File: src/rtl/inst_mem_loader.sv
// -----------------------------------------------------------------------------
// inst_mem_loader
//
// Writer side of the instruction-memory load port. A program arrives as a byte
// stream from the UART receiver; bytes are packed little-endian into 32-bit
// instruction words and written to consecutive word addresses. The CPU is held
// until the HALT word (which is itself stored) has been written.
//
// Ports:
//   i_clk             clock, rising edge
//   i_rst             asynchronous reset, active-low
//   i_start           one-cycle pulse, starts a load session (ignored while busy)
//   i_rx_data         byte from the UART receiver
//   i_rx_valid        one-cycle pulse, i_rx_data valid this cycle
//   o_inst_mem_wr_en  instruction memory write strobe (single cycle)
//   o_inst_mem_addr   byte address of the write, always word aligned
//   o_inst_mem_data   instruction word to write
//   o_cpu_hold        keeps PC and pipeline stalled (low only once done)
//   o_busy            session in progress
//   o_done            sticky, HALT word stored
//   o_error           sticky, overflow or inter-byte timeout
//   o_word_count      words written in the current session (saturates)
// -----------------------------------------------------------------------------
module inst_mem_loader #(
    parameter int               NBITS          = 32,
    parameter int               MEM_DEPTH      = 256,
    parameter logic [NBITS-1:0] HALT_WORD      = 32'hFFFF_FFFF,
    parameter int               TIMEOUT_CYCLES = 1_000_000
) (
    input  logic             i_clk,
    input  logic             i_rst,
    input  logic             i_start,
    input  logic [7:0]       i_rx_data,
    input  logic             i_rx_valid,
    output logic             o_inst_mem_wr_en,
    output logic [NBITS-1:0] o_inst_mem_addr,
    output logic [NBITS-1:0] o_inst_mem_data,
    output logic             o_cpu_hold,
    output logic             o_busy,
    output logic             o_done,
    output logic             o_error,
    output logic [NBITS-1:0] o_word_count
);

    // The timeout counter only has to reach TIMEOUT_CYCLES-1: the idle cycle
    // seen while it holds that value is the one that expires the word.
    localparam int               TMO_W    = (TIMEOUT_CYCLES > 1) ? $clog2(TIMEOUT_CYCLES) : 1;
    localparam logic [TMO_W-1:0] TMO_LAST = TMO_W'(TIMEOUT_CYCLES - 1);
    localparam logic [NBITS-1:0] LAST_IDX = NBITS'(MEM_DEPTH - 1);
    localparam logic [NBITS-1:0] DEPTH_N  = NBITS'(MEM_DEPTH);

    typedef enum logic [2:0] {
        ST_IDLE  = 3'd0,
        ST_RECV  = 3'd1,
        ST_WRITE = 3'd2,
        ST_DONE  = 3'd3,
        ST_ERROR = 3'd4
    } state_t;

    state_t             state_r;
    state_t             state_s;
    logic               tmo_hit_s;
    logic [1:0]         idx_r;
    logic [NBITS-1:0]   word_r;
    logic [NBITS-1:0]   cnt_r;
    logic [TMO_W-1:0]   tmo_r;
    logic               wr_en_r;
    logic [NBITS-1:0]   addr_r;
    logic [NBITS-1:0]   data_r;
    logic               hold_r;
    logic               busy_r;
    logic               done_r;
    logic               error_r;

    // State register
    always_ff @(posedge i_clk or negedge i_rst) begin
        if (!i_rst) begin
            state_r <= ST_IDLE;
        end else begin
            state_r <= state_s;
        end
    end

    // Next-state logic; the timeout only runs while a word is partially received
    always_comb begin
        state_s   = state_r;
        tmo_hit_s = 1'b0;
        if ((state_r == ST_RECV) && !i_rx_valid && (idx_r != 2'd0) && (tmo_r == TMO_LAST)) begin
            tmo_hit_s = 1'b1;
        end else begin
            tmo_hit_s = 1'b0;
        end
        case (state_r)
            ST_IDLE, ST_DONE, ST_ERROR: begin
                if (i_start) begin
                    state_s = ST_RECV;
                end else begin
                    state_s = state_r;
                end
            end
            ST_RECV: begin
                if (i_rx_valid && (idx_r == 2'd3)) begin
                    state_s = ST_WRITE;
                end else if (tmo_hit_s) begin
                    state_s = ST_ERROR;
                end else begin
                    state_s = ST_RECV;
                end
            end
            ST_WRITE: begin
                // HALT wins over overflow: a HALT in the last slot is a clean finish
                if (data_r == HALT_WORD) begin
                    state_s = ST_DONE;
                end else if (cnt_r == LAST_IDX) begin
                    state_s = ST_ERROR;
                end else begin
                    state_s = ST_RECV;
                end
            end
            default: begin
                state_s = ST_IDLE;
            end
        endcase
    end

    // Byte assembly, counters and registered status/write outputs
    always_ff @(posedge i_clk or negedge i_rst) begin
        if (!i_rst) begin
            idx_r   <= 2'd0;
            word_r  <= '0;
            cnt_r   <= '0;
            tmo_r   <= '0;
            wr_en_r <= 1'b0;
            addr_r  <= '0;
            data_r  <= '0;
            hold_r  <= 1'b1;
            busy_r  <= 1'b0;
            done_r  <= 1'b0;
            error_r <= 1'b0;
        end else begin
            // WRITE is only ever entered from RECV and always left after one
            // cycle, so the strobe can never be two cycles long.
            wr_en_r <= (state_s == ST_WRITE);
            hold_r  <= (state_s != ST_DONE);
            busy_r  <= (state_s == ST_RECV) || (state_s == ST_WRITE);
            case (state_r)
                ST_IDLE, ST_DONE, ST_ERROR: begin
                    if (i_start) begin
                        idx_r   <= 2'd0;
                        cnt_r   <= '0;
                        tmo_r   <= '0;
                        done_r  <= 1'b0;
                        error_r <= 1'b0;
                    end
                end
                ST_RECV: begin
                    if (i_rx_valid) begin
                        word_r[{idx_r, 3'b000} +: 8] <= i_rx_data;
                        idx_r <= idx_r + 2'd1;
                        tmo_r <= '0;
                        if (idx_r == 2'd3) begin
                            // Capture the full word straight from the bus so the
                            // strobe lands one cycle after the last byte.
                            addr_r <= {cnt_r[NBITS-3:0], 2'b00};
                            data_r <= NBITS'({i_rx_data, word_r[23:0]});
                        end
                    end else if (tmo_hit_s) begin
                        error_r <= 1'b1;
                    end else if (idx_r != 2'd0) begin
                        tmo_r <= tmo_r + TMO_W'(1);
                    end
                end
                ST_WRITE: begin
                    cnt_r   <= (cnt_r < DEPTH_N) ? (cnt_r + NBITS'(1)) : cnt_r;
                    tmo_r   <= '0;
                    done_r  <= (state_s == ST_DONE);
                    error_r <= (state_s == ST_ERROR);
                    // A byte arriving during the write starts the next word
                    if (i_rx_valid) begin
                        word_r[7:0] <= i_rx_data;
                        idx_r       <= 2'd1;
                    end
                end
                default: begin
                    idx_r <= 2'd0;
                end
            endcase
        end
    end

    assign o_inst_mem_wr_en = wr_en_r;
    assign o_inst_mem_addr  = addr_r;
    assign o_inst_mem_data  = data_r;
    assign o_cpu_hold       = hold_r;
    assign o_busy           = busy_r;
    assign o_done           = done_r;
    assign o_error          = error_r;
    assign o_word_count     = cnt_r;

endmodule

File: config.mk
export PLATFORM = sky130hd
export DESIGN_NAME = inst_mem_loader
export DESIGN_NICKNAME = d
export VERILOG_FILES = /design/src/rtl/inst_mem_loader.sv
export SDC_FILE = /design/constraint.sdc
export NUM_CORES = 1
export LEC_CHECK = 0
export ABC_AREA = 1
export BUFFER_PORTS_ARGS = -buffer_cell sky130_fd_sc_hd__buf_4
export CAP_MARGIN = 20
export CORE_UTILIZATION = 50
export CTS_BUF_LIST = sky130_fd_sc_hd__clkbuf_4 sky130_fd_sc_hd__clkbuf_8 sky130_fd_sc_hd__clkbuf_16
export DETAILED_ROUTE_END_ITERATION = 6
export GPL_TIMING_DRIVEN = 1
export PLACE_DENSITY = 0.72
export SKIP_CTS_REPAIR_TIMING = 1
export SYNTH_ARGS = -nofsm -noshare
export SYNTH_HDL_FRONTEND = slang
export SYNTH_SLANG_ARGS = --single-unit
File: constraint.sdc
create_clock -name i_clk -period 1.8 [get_ports i_clk]
set_input_delay 0.36 -clock i_clk [delete_from_list [all_inputs] [get_ports i_clk]]
set_output_delay 0.36 -clock i_clk [all_outputs]
set_load 0.01 [all_outputs]
# Yosys cells after proc, flatten, opt, wreduce, memory -nomap -nowiden
# Cells that the tools add are included.
# classes
addsub,4
mul,0
div,0
magnitude_cmp,1
n_eq_ne,21
shifts,2
n_mux,28
bitwise,0
n_reduce_logical,20
# ops
op,count
$mux W20,4
$mux W32,2
$pmux W32 S2,1
$pmux W20 S3,1
$add A32 B1 Y32 const B,1
$bwmux W32,1
$eq A32 B32 Y1 const B,1
$eq A32 B8 Y1 const B,1
$lt A32 B9 Y1 const B,1
$shift A8 B7 Y32 const A,1
$shiftx A8 B7 Y32,1
$add A20 B1 Y20 const B,1
$eq A20 B20 Y1 const B,1
$mux W8,2
$pmux W8 S2,1
$mux W3,5
$eq A3 B2 Y1 const B,4
$ne A2 B2 Y1 const B,6
$reduce_and A3 Y1,4
$pmux W3 S3,1
$reduce_and A4 Y1,2
$neg A5 Y7,1
$eq A3 B1 Y1 const B,2
$eq A3 B3 Y1 const B,2
17 further kinds,29
# totals
ff_bits,156
latchBits,0
ram_bits,0
rom_bits,0
inputBits,12
out_inout_bits,101
word_cells,89
mem_count,0

# Depth between registers and ports, before layout
# Gate-level depths: netlist of run 1.
# depth
ltp_word,10
depth_mapped,10
ltp_nobuf,10

# Worst setup path before layout of run 1
# OpenSTA, ideal clock, no wires.
# synth_path
path_type,flip-flop to flip-flop
from,register idx_r[0]
to,register tmo_r[0]
setup_time_ps,74
arrival_time_ps,1563
required_time_ps,1726
path_slack_ps,163
path_stages_with_launch,11
path_buffers,1
period_less_slack_ps,1637
path_cell_list,dfrtp_1 > inv_1 > ha_1 > nor2_1 > nand3b_1 > nor2_2 > nand2_2 > nand3b_4 > buf_6 > nand2_1 > o21ai_2
# synth_between
elab_chain_cells,6
word_cells_on_any_way,7
cone_classes,2 x eq/ne; 1 x mux; 4 x reduce/logical
# synth_lines
element,line_no,text
start: declaration,63,logic [1:0] idx_r;
start signal: assignment,159,idx_r <= idx_r + 2'd1;
$reduce_bool A2 Y1 *,"88, 169",
$logic_and A1 B1 Y1 (2 in series),88,if ((state_r == ST_RECV) && !i_rx_valid && (idx_r != 2'd0) && (tmo_r == TMO_LAST)) begin
$mux W1,88,
$ne A3 B3 Y1 (no source line),--,
$reduce_and A4 Y1 (no source line) *,--,
end signal: assignment,170,tmo_r <= tmo_r + TMO_W'(1);
end: declaration,66,logic [TMO_W-1:0] tmo_r;
# Mark *: on every way between the ends. The rest lies on a longest branch, timed or not.
# A chain may end at the register's enable or synchronous reset.

# Worst setup path in the final report of run 1
# layout_path
from,register cnt_r[0] (netlist: o_word_count[0])
to,register busy_r (netlist: o_busy)
# layout_between
elab_chain_cells,6
word_cells_on_any_way,7
cone_classes,3 x eq/ne; 3 x mux; 1 x reduce/logical
# layout_lines
element,line_no,text
start: declaration,65,logic [NBITS-1:0] cnt_r;
start signal: assignment,174,cnt_r <= (cnt_r < DEPTH_N) ? (cnt_r + NBITS'(1)) : cnt_r;
$eq A32 B8 Y1 *,114,end else if (cnt_r == LAST_IDX) begin
$mux W3 *,114,
$mux W3 *,112,if (data_r == HALT_WORD) begin
$pmux W3 S3 *,93,case (state_r)
net state_s[0],61,state_t state_s;
$eq A3 B1 Y1 / $eq A3 B2 Y1 (equally long branches),145,busy_r <= (state_s == ST_RECV) || (state_s == ST_WRITE);
$logic_or A1 B1 Y1 *,145,
end signal: assignment,145,
end: declaration,71,logic busy_r;
# The timed path passes the listed nets; every way through them passes the cells marked *.

==> out/metrics.cfg, run 1 <==
[run_status]
status=finished, final reports clean

[grt]
top_usage_layer=met2
grt_pass1_wl_mm=26.5
grt_overflow_total=0
grt_max_degree=80
antenna_found_initial=0
grt_pass1_vias=5312
met2_usage_pct=35.3
use_met3_pct=4.58
use_met1_pct=33.6
grt_usage_pct=23.4

[critical_path]
r2r_cells=10
arrival_ps=1980
cp_max_fo=4
crit_path_end_kind=flip-flop
crit_required_ps=2100
critPathLaunchType=flip-flop
reg2reg_slack_ps=120
r2r-end=o_busy$_DFF_PN0_
regToRegStartpoint=o_word_count[0]$_DFFE_PN0P_
startpoint=o_word_count[0]$_DFFE_PN0P_
critPathKind=reg -> reg
crit_end=o_busy$_DFF_PN0_

[synthesis]
synth_top_area_share_pct=52.4
ys_types=40
synth_edf_count=0
synth_warnings=0
synth_top_cell_by_area=dfrtp_1
synth_area_leaders=dfrtp_1 52%, nand2_1 11%, o21ai_0 5.8%, nor2_1 4.6%, inv_1 4.5%
synth_cells=803
ys_seq_area_share_pct=52.8
ys_seq_elements=148
avgSynthCellArea_um2=8.74
synthFlopType=dfrtp_1
async_reset_ff_share_pct=100
synthesis.area_mm2=0.00702

[final_layout]
n_antenna_cell=0
final_common_cell=nand2_1
utilization_pct=64.6
stdcell_area_mm2=0.00869
synthToLayoutAreaGrowth_pct=23.9
fin_nets=947
final_cell_mix=204 x nand2_1, 147 x dfrtp_1, 127 x buf_4
drive_above_1_share_pct=23.8

[clock_network]
h-tree-depth=4
clk_pin_slew_worst_paths_ps=60
clockBufferDepth=2
clock_latency_ps=430
numCtsBuffers=17
cts_tree=built
cts-root-buf=clkbuf_16
cts.sinks=148

[timing]
max_freq_ghz=0.597
timing.final.crit_share_pct=93.1
final.setup_skew_ps=16.0
setup_viol=0
period_minus_slack_ps=1680
tns_ps=0
hold_viol_final=0
maxSlewViolCount=0
rsz0062_at_grt=no

[die]
initial_utilization_pct=52.1
die-area_mm2=0.0145
fp-row-count=42
die_y_um=120
ios=113
core_mm2=0.0135
die_width_um=120

[place]
placed_area_mm2=0.00802
dp.final_hpwl_mm=11.3
gp_congestion=0.933
io_buffers=110

[pwr]
p_per_area_mw_per_mm2=1300
p_sw_mw=3.86
peakVddDrop_uv=970
p_clk_share_pct=32.8
power.leakage_nw=4.12
p_sw_share_pct=34.2
intPower_mw=7.42
pwr-share-seq_pct=38.7
pwr-share-comb_pct=28.6

[detailed_routing]
first_pass_iters=5
ant_nets=0
wl_per_cell_um=14.2
drt-total-wl_mm=15.9
drtIter0Drc=320
vias_per_cell=5.07
drc_errors=0
num_vias=5663

[worst_hold_path]
min_path_cells=3
hold_class=in -> reg

[flow_run]
maxCapViolCount=0

-- layer usage --
| metal | vias up | routed length (um) |
|---|---|---|
| met5 | - | 0 |
| met4 | 0 | 268 |
| met3 | 22 | 898 |
| met2 | 172 | 7350 |
| met1 | 2661 | 7390 |
| li1 | 2808 | - |
-- cell usage after synthesis (5+ instances only) --
master     n
a21oi_1    7
dfrtp_1  147
nor2_1    86
o21ai_1   12
nand4_1   18
nor2_4    16
buf_4      6
nand3_1   50
o21ai_2   10
o21ai_0   82
inv_2      5
buf_6     16
xor2_1    12
ha_1       6
nand2_1  204
nor3_1     7
inv_1     84
-- kinds of logic (layout without fill, tap and decap cells) --
group                      Yosys count  after routing  share of synthesized area, %
adders and majority gates            6              6                          1.07
and+or+nand+nor                    400            400                          26.3
buffers and inverters              120            258                          8.92
DFF                                148            148                          52.8
xor gates and xnor gates            13             13                          1.62
other                                1              2                        0.0535
AOI/OAI and AO/OA                  115            115                          9.27
-- power by group through the flow --
stage          Combinational [mW]  Sequential (mW)  Clock, mW
2_1_floorplan                1.93             4.49          0
3_3_place_gp                 3.06             4.40          0
3_5_place_dp                 3.10             4.42          0
4_1_cts                      3.13             4.36       3.75
5_1_grt                      3.57             4.43       3.89
6_report                     3.22             4.36       3.69
-- flip-flops by register name, summed over array words and instances (netlist names), 2 cells and up --
register / count
o_inst_mem_data: 32
o_word_count: 32
o_inst_mem_addr: 30
word_r: 24
tmo_r: 20
state_r: 3
idx_r: 2
-- final cells by class --
class	count	area, um2
Clock buffer	17	425
Inverter	90	339
Timing Repair Buffer	136	1110
Multi-Input combinational cell	536	2700
Fill cell	1162	4760
Sequential cell	148	3700
Clock inverter	15	194
Tap cell	176	220
-- critical path, cell delays in order (launching register included) --
cell and delay [ps]:
dfrtp_1 410, ha_1 210, nand3_1 140, nor2_1 170, nand2_1 70, nor2_1 200, nand2_1 80, nand2_1 60
nand2_1 90, nand2_1 80, nand2_1 50
-- stage by stage --
step	hold WS [ps]	instances	setup slack [ps]	total power [mW]
finish	191	1118	124	11.3
global route	202	1118	1.41	11.9
CTS	-142	1115	82.1	11.2
detailed placement	311	1083	81.8	7.52
global placement	308	1083	116	7.46
floorplan	64.4	804	163	6.41
-- worst min-delay path by stage --
stage / startpoint / end / slack, ps
global placement: i_rst / o_inst_mem_addr[26]$_DFFE_PN0P_ / 310
global route: i_rx_data[3] / o_inst_mem_data[27]$_DFFE_PN0P_ / 200
CTS: i_rst / o_inst_mem_addr[27]$_DFFE_PN0P_ / -140
detailed placement: i_rst / o_inst_mem_addr[27]$_DFFE_PN0P_ / 310
finish: i_rx_data[1] / word_r[1]$_DFFE_PN0P_ / 190
floorplan: i_rst / idx_r[0]$_DFFE_PN0P_ / 60
Power figures use the tool's default switching activity.
==> inputs of run 2 (changes only) <==
Settings changed: REMOVE_ABC_BUFFERS set to 1.
==> run 2 against run 1 <==
  * Cell area is 0.60% higher
  * Sequential share of layout area is 0.26 points lower
  * Non-clock buffer count stayed put
==> out/metrics.cfg, run 2 (synthesis gave the netlist of run 1 again) <==
[critical_path]
reg2reg_slack_ps=150
regToRegStartpoint=o_word_count[0]$_DFFE_PN0P_
critPathLaunchType=flip-flop
cp_max_fo=4
crit_path_end_kind=flip-flop
path_delay_family=simple AND/OR/NAND/NOR gates
crit_slowest_cell=dfrtp_1
crit_required_ps=2100
worstPathBufferInverterCount=0
startpoint=o_word_count[0]$_DFFE_PN0P_
critPathKind=reg -> reg
cp_cell_sequence=ha_1 > nand3_1 > nor2_1 > nand2_1 > nor2_1 > nand2_1 > nand2_1 > nand2_1 > nand2_1 > nand2_1
crit_path_max_incr_delay_ps=410
arrival_ps=1960
crit_top_cell=nand2_1
r2r_cells=10
cp_num_cells=10
r2r-end=o_busy$_DFF_PN0_

[timing]
setup_viol=0
hold_viol_final=0
max_freq_ghz=0.605
tns_ps=0
period_minus_slack_ps=1650
whs_ps=199
timing.final.crit_share_pct=91.8
maxSlewViolCount=0
rsz0062_at_grt=no
final.setup_skew_ps=9.10

[die]
die_width_um=120
die_y_um=120
fp-row-count=42
initial_utilization_pct=52.1
die-area_mm2=0.0145
core_mm2=0.0135
ios=113

[detailed_routing]
first_pass_iters=5
drt-total-wl_mm=16.0
num_vias=5611
ant_nets=0
drtIter0Drc=362
wl_per_cell_um=14.3
vias_per_cell=5.02
drc_errors=0

[grt]
grt_pass1_vias=5405
antenna_found_initial=0
grt_usage_pct=24.0
grt_max_degree=76
grt_overflow_total=0
grt_pass1_wl_mm=27.0

[clock_network]
clockBufferDepth=2
cts_tree=built
h-tree-depth=4
clk_pin_slew_worst_paths_ps=60
clock_latency_ps=420
cts-root-buf=clkbuf_16
cts.sinks=148
numCtsBuffers=17

[flow_run]
maxCapViolCount=0

[worst_hold_path]
hold_start=i_rx_data[2]
min_path_cells=3
min_to=o_inst_mem_data[26]$_DFFE_PN0P_
hold_class=in -> reg

[pwr]
p_sw_mw=3.68
power.leakage_nw=4.14
p_clk_share_pct=34.2
pwr-share-seq_pct=37.9
finalPower_mw=11.4
p_per_area_mw_per_mm2=1300
p_sw_share_pct=32.3
intPower_mw=7.72
pwr-share-comb_pct=27.9
peakVddDrop_uv=686

[place]
gp_congestion=0.922
io_buffers=110
dp.final_hpwl_mm=11.5
place_inst=1084

[final_layout]
fin_nets=947
instances_no_fill=1118
final_cell_mix=204 x nand2_1, 147 x dfrtp_1, 126 x buf_4
utilization_pct=65.0
synthToLayoutAreaGrowth_pct=24.7
drive_above_1_share_pct=23.2
final_common_cell=nand2_1
n_antenna_cell=0

[run_status]
status=finished, final reports clean

-- run 2: changes by cell type in the layout (fill, tap and decap cells not counted), sizes merged --
cell    previous run  this run
bufinv             3         4
inv               94        92
buf              134       135
clkinv             6         1
clkbuf            18        23
-- run 2: routing by layer --
metal	vias to the layer above	global-route usage, %	routed length [um]
li1	2815	-	-
met1	2662	33.5	7360
met2	114	37.8	7810
met3	20	5.09	618
met4	0	7.41	252
met5	-	0	0
-- run 2: cell type report --
class | instances | area [um2]
Sequential cell | 148 | 3700
Fill cell | 1152 | 4710
Tap cell | 176 | 220
Multi-Input combinational cell | 536 | 2690
Timing Repair Buffer | 136 | 1130
Clock inverter | 9 | 164
Inverter | 90 | 339
Clock buffer | 23 | 502
-- run 2: per-stage QoR --
| step | worst slack (ps) | instance area, um2 |
|---|---|---|
| floorplan | -196 | 6730 |
| global placement | 109 | 8050 |
| detailed placement | 124 | 8050 |
| CTS | 113 | 8720 |
| global route | 2.03 | 8750 |
| finish | 148 | 8750 |
-- run 2: power by group through the flow --
stage	clock network, mW	registers (mW)	logic (mW)
4_1_cts	3.97	4.32	3.16
6_report	3.91	4.32	3.18
3_3_place_gp	0	4.35	3.08
2_1_floorplan	0	4.49	1.57
5_1_grt	4.13	4.41	3.54
3_5_place_dp	0	4.37	3.14
-- run 2: worst min-delay path, stage by stage --
cell     delay [ps]
buf_4           120
nand2_1          50
nand2_1          50
-- run 2: worst max-delay path by stage --
| stage | slack [ps] | end |
|---|---|---|
| after floorplan | -200 | o_inst_mem_addr[10]$_DFFE_PN0P_ |
| after global placement | 110 | o_busy$_DFF_PN0_ |
| after detailed placement | 120 | tmo_r[5]$_DFFE_PN0P_ |
| after CTS | 110 | o_busy$_DFF_PN0_ |
| after global routing | 2 | o_busy$_DFF_PN0_ |
| final | 150 | o_busy$_DFF_PN0_ |
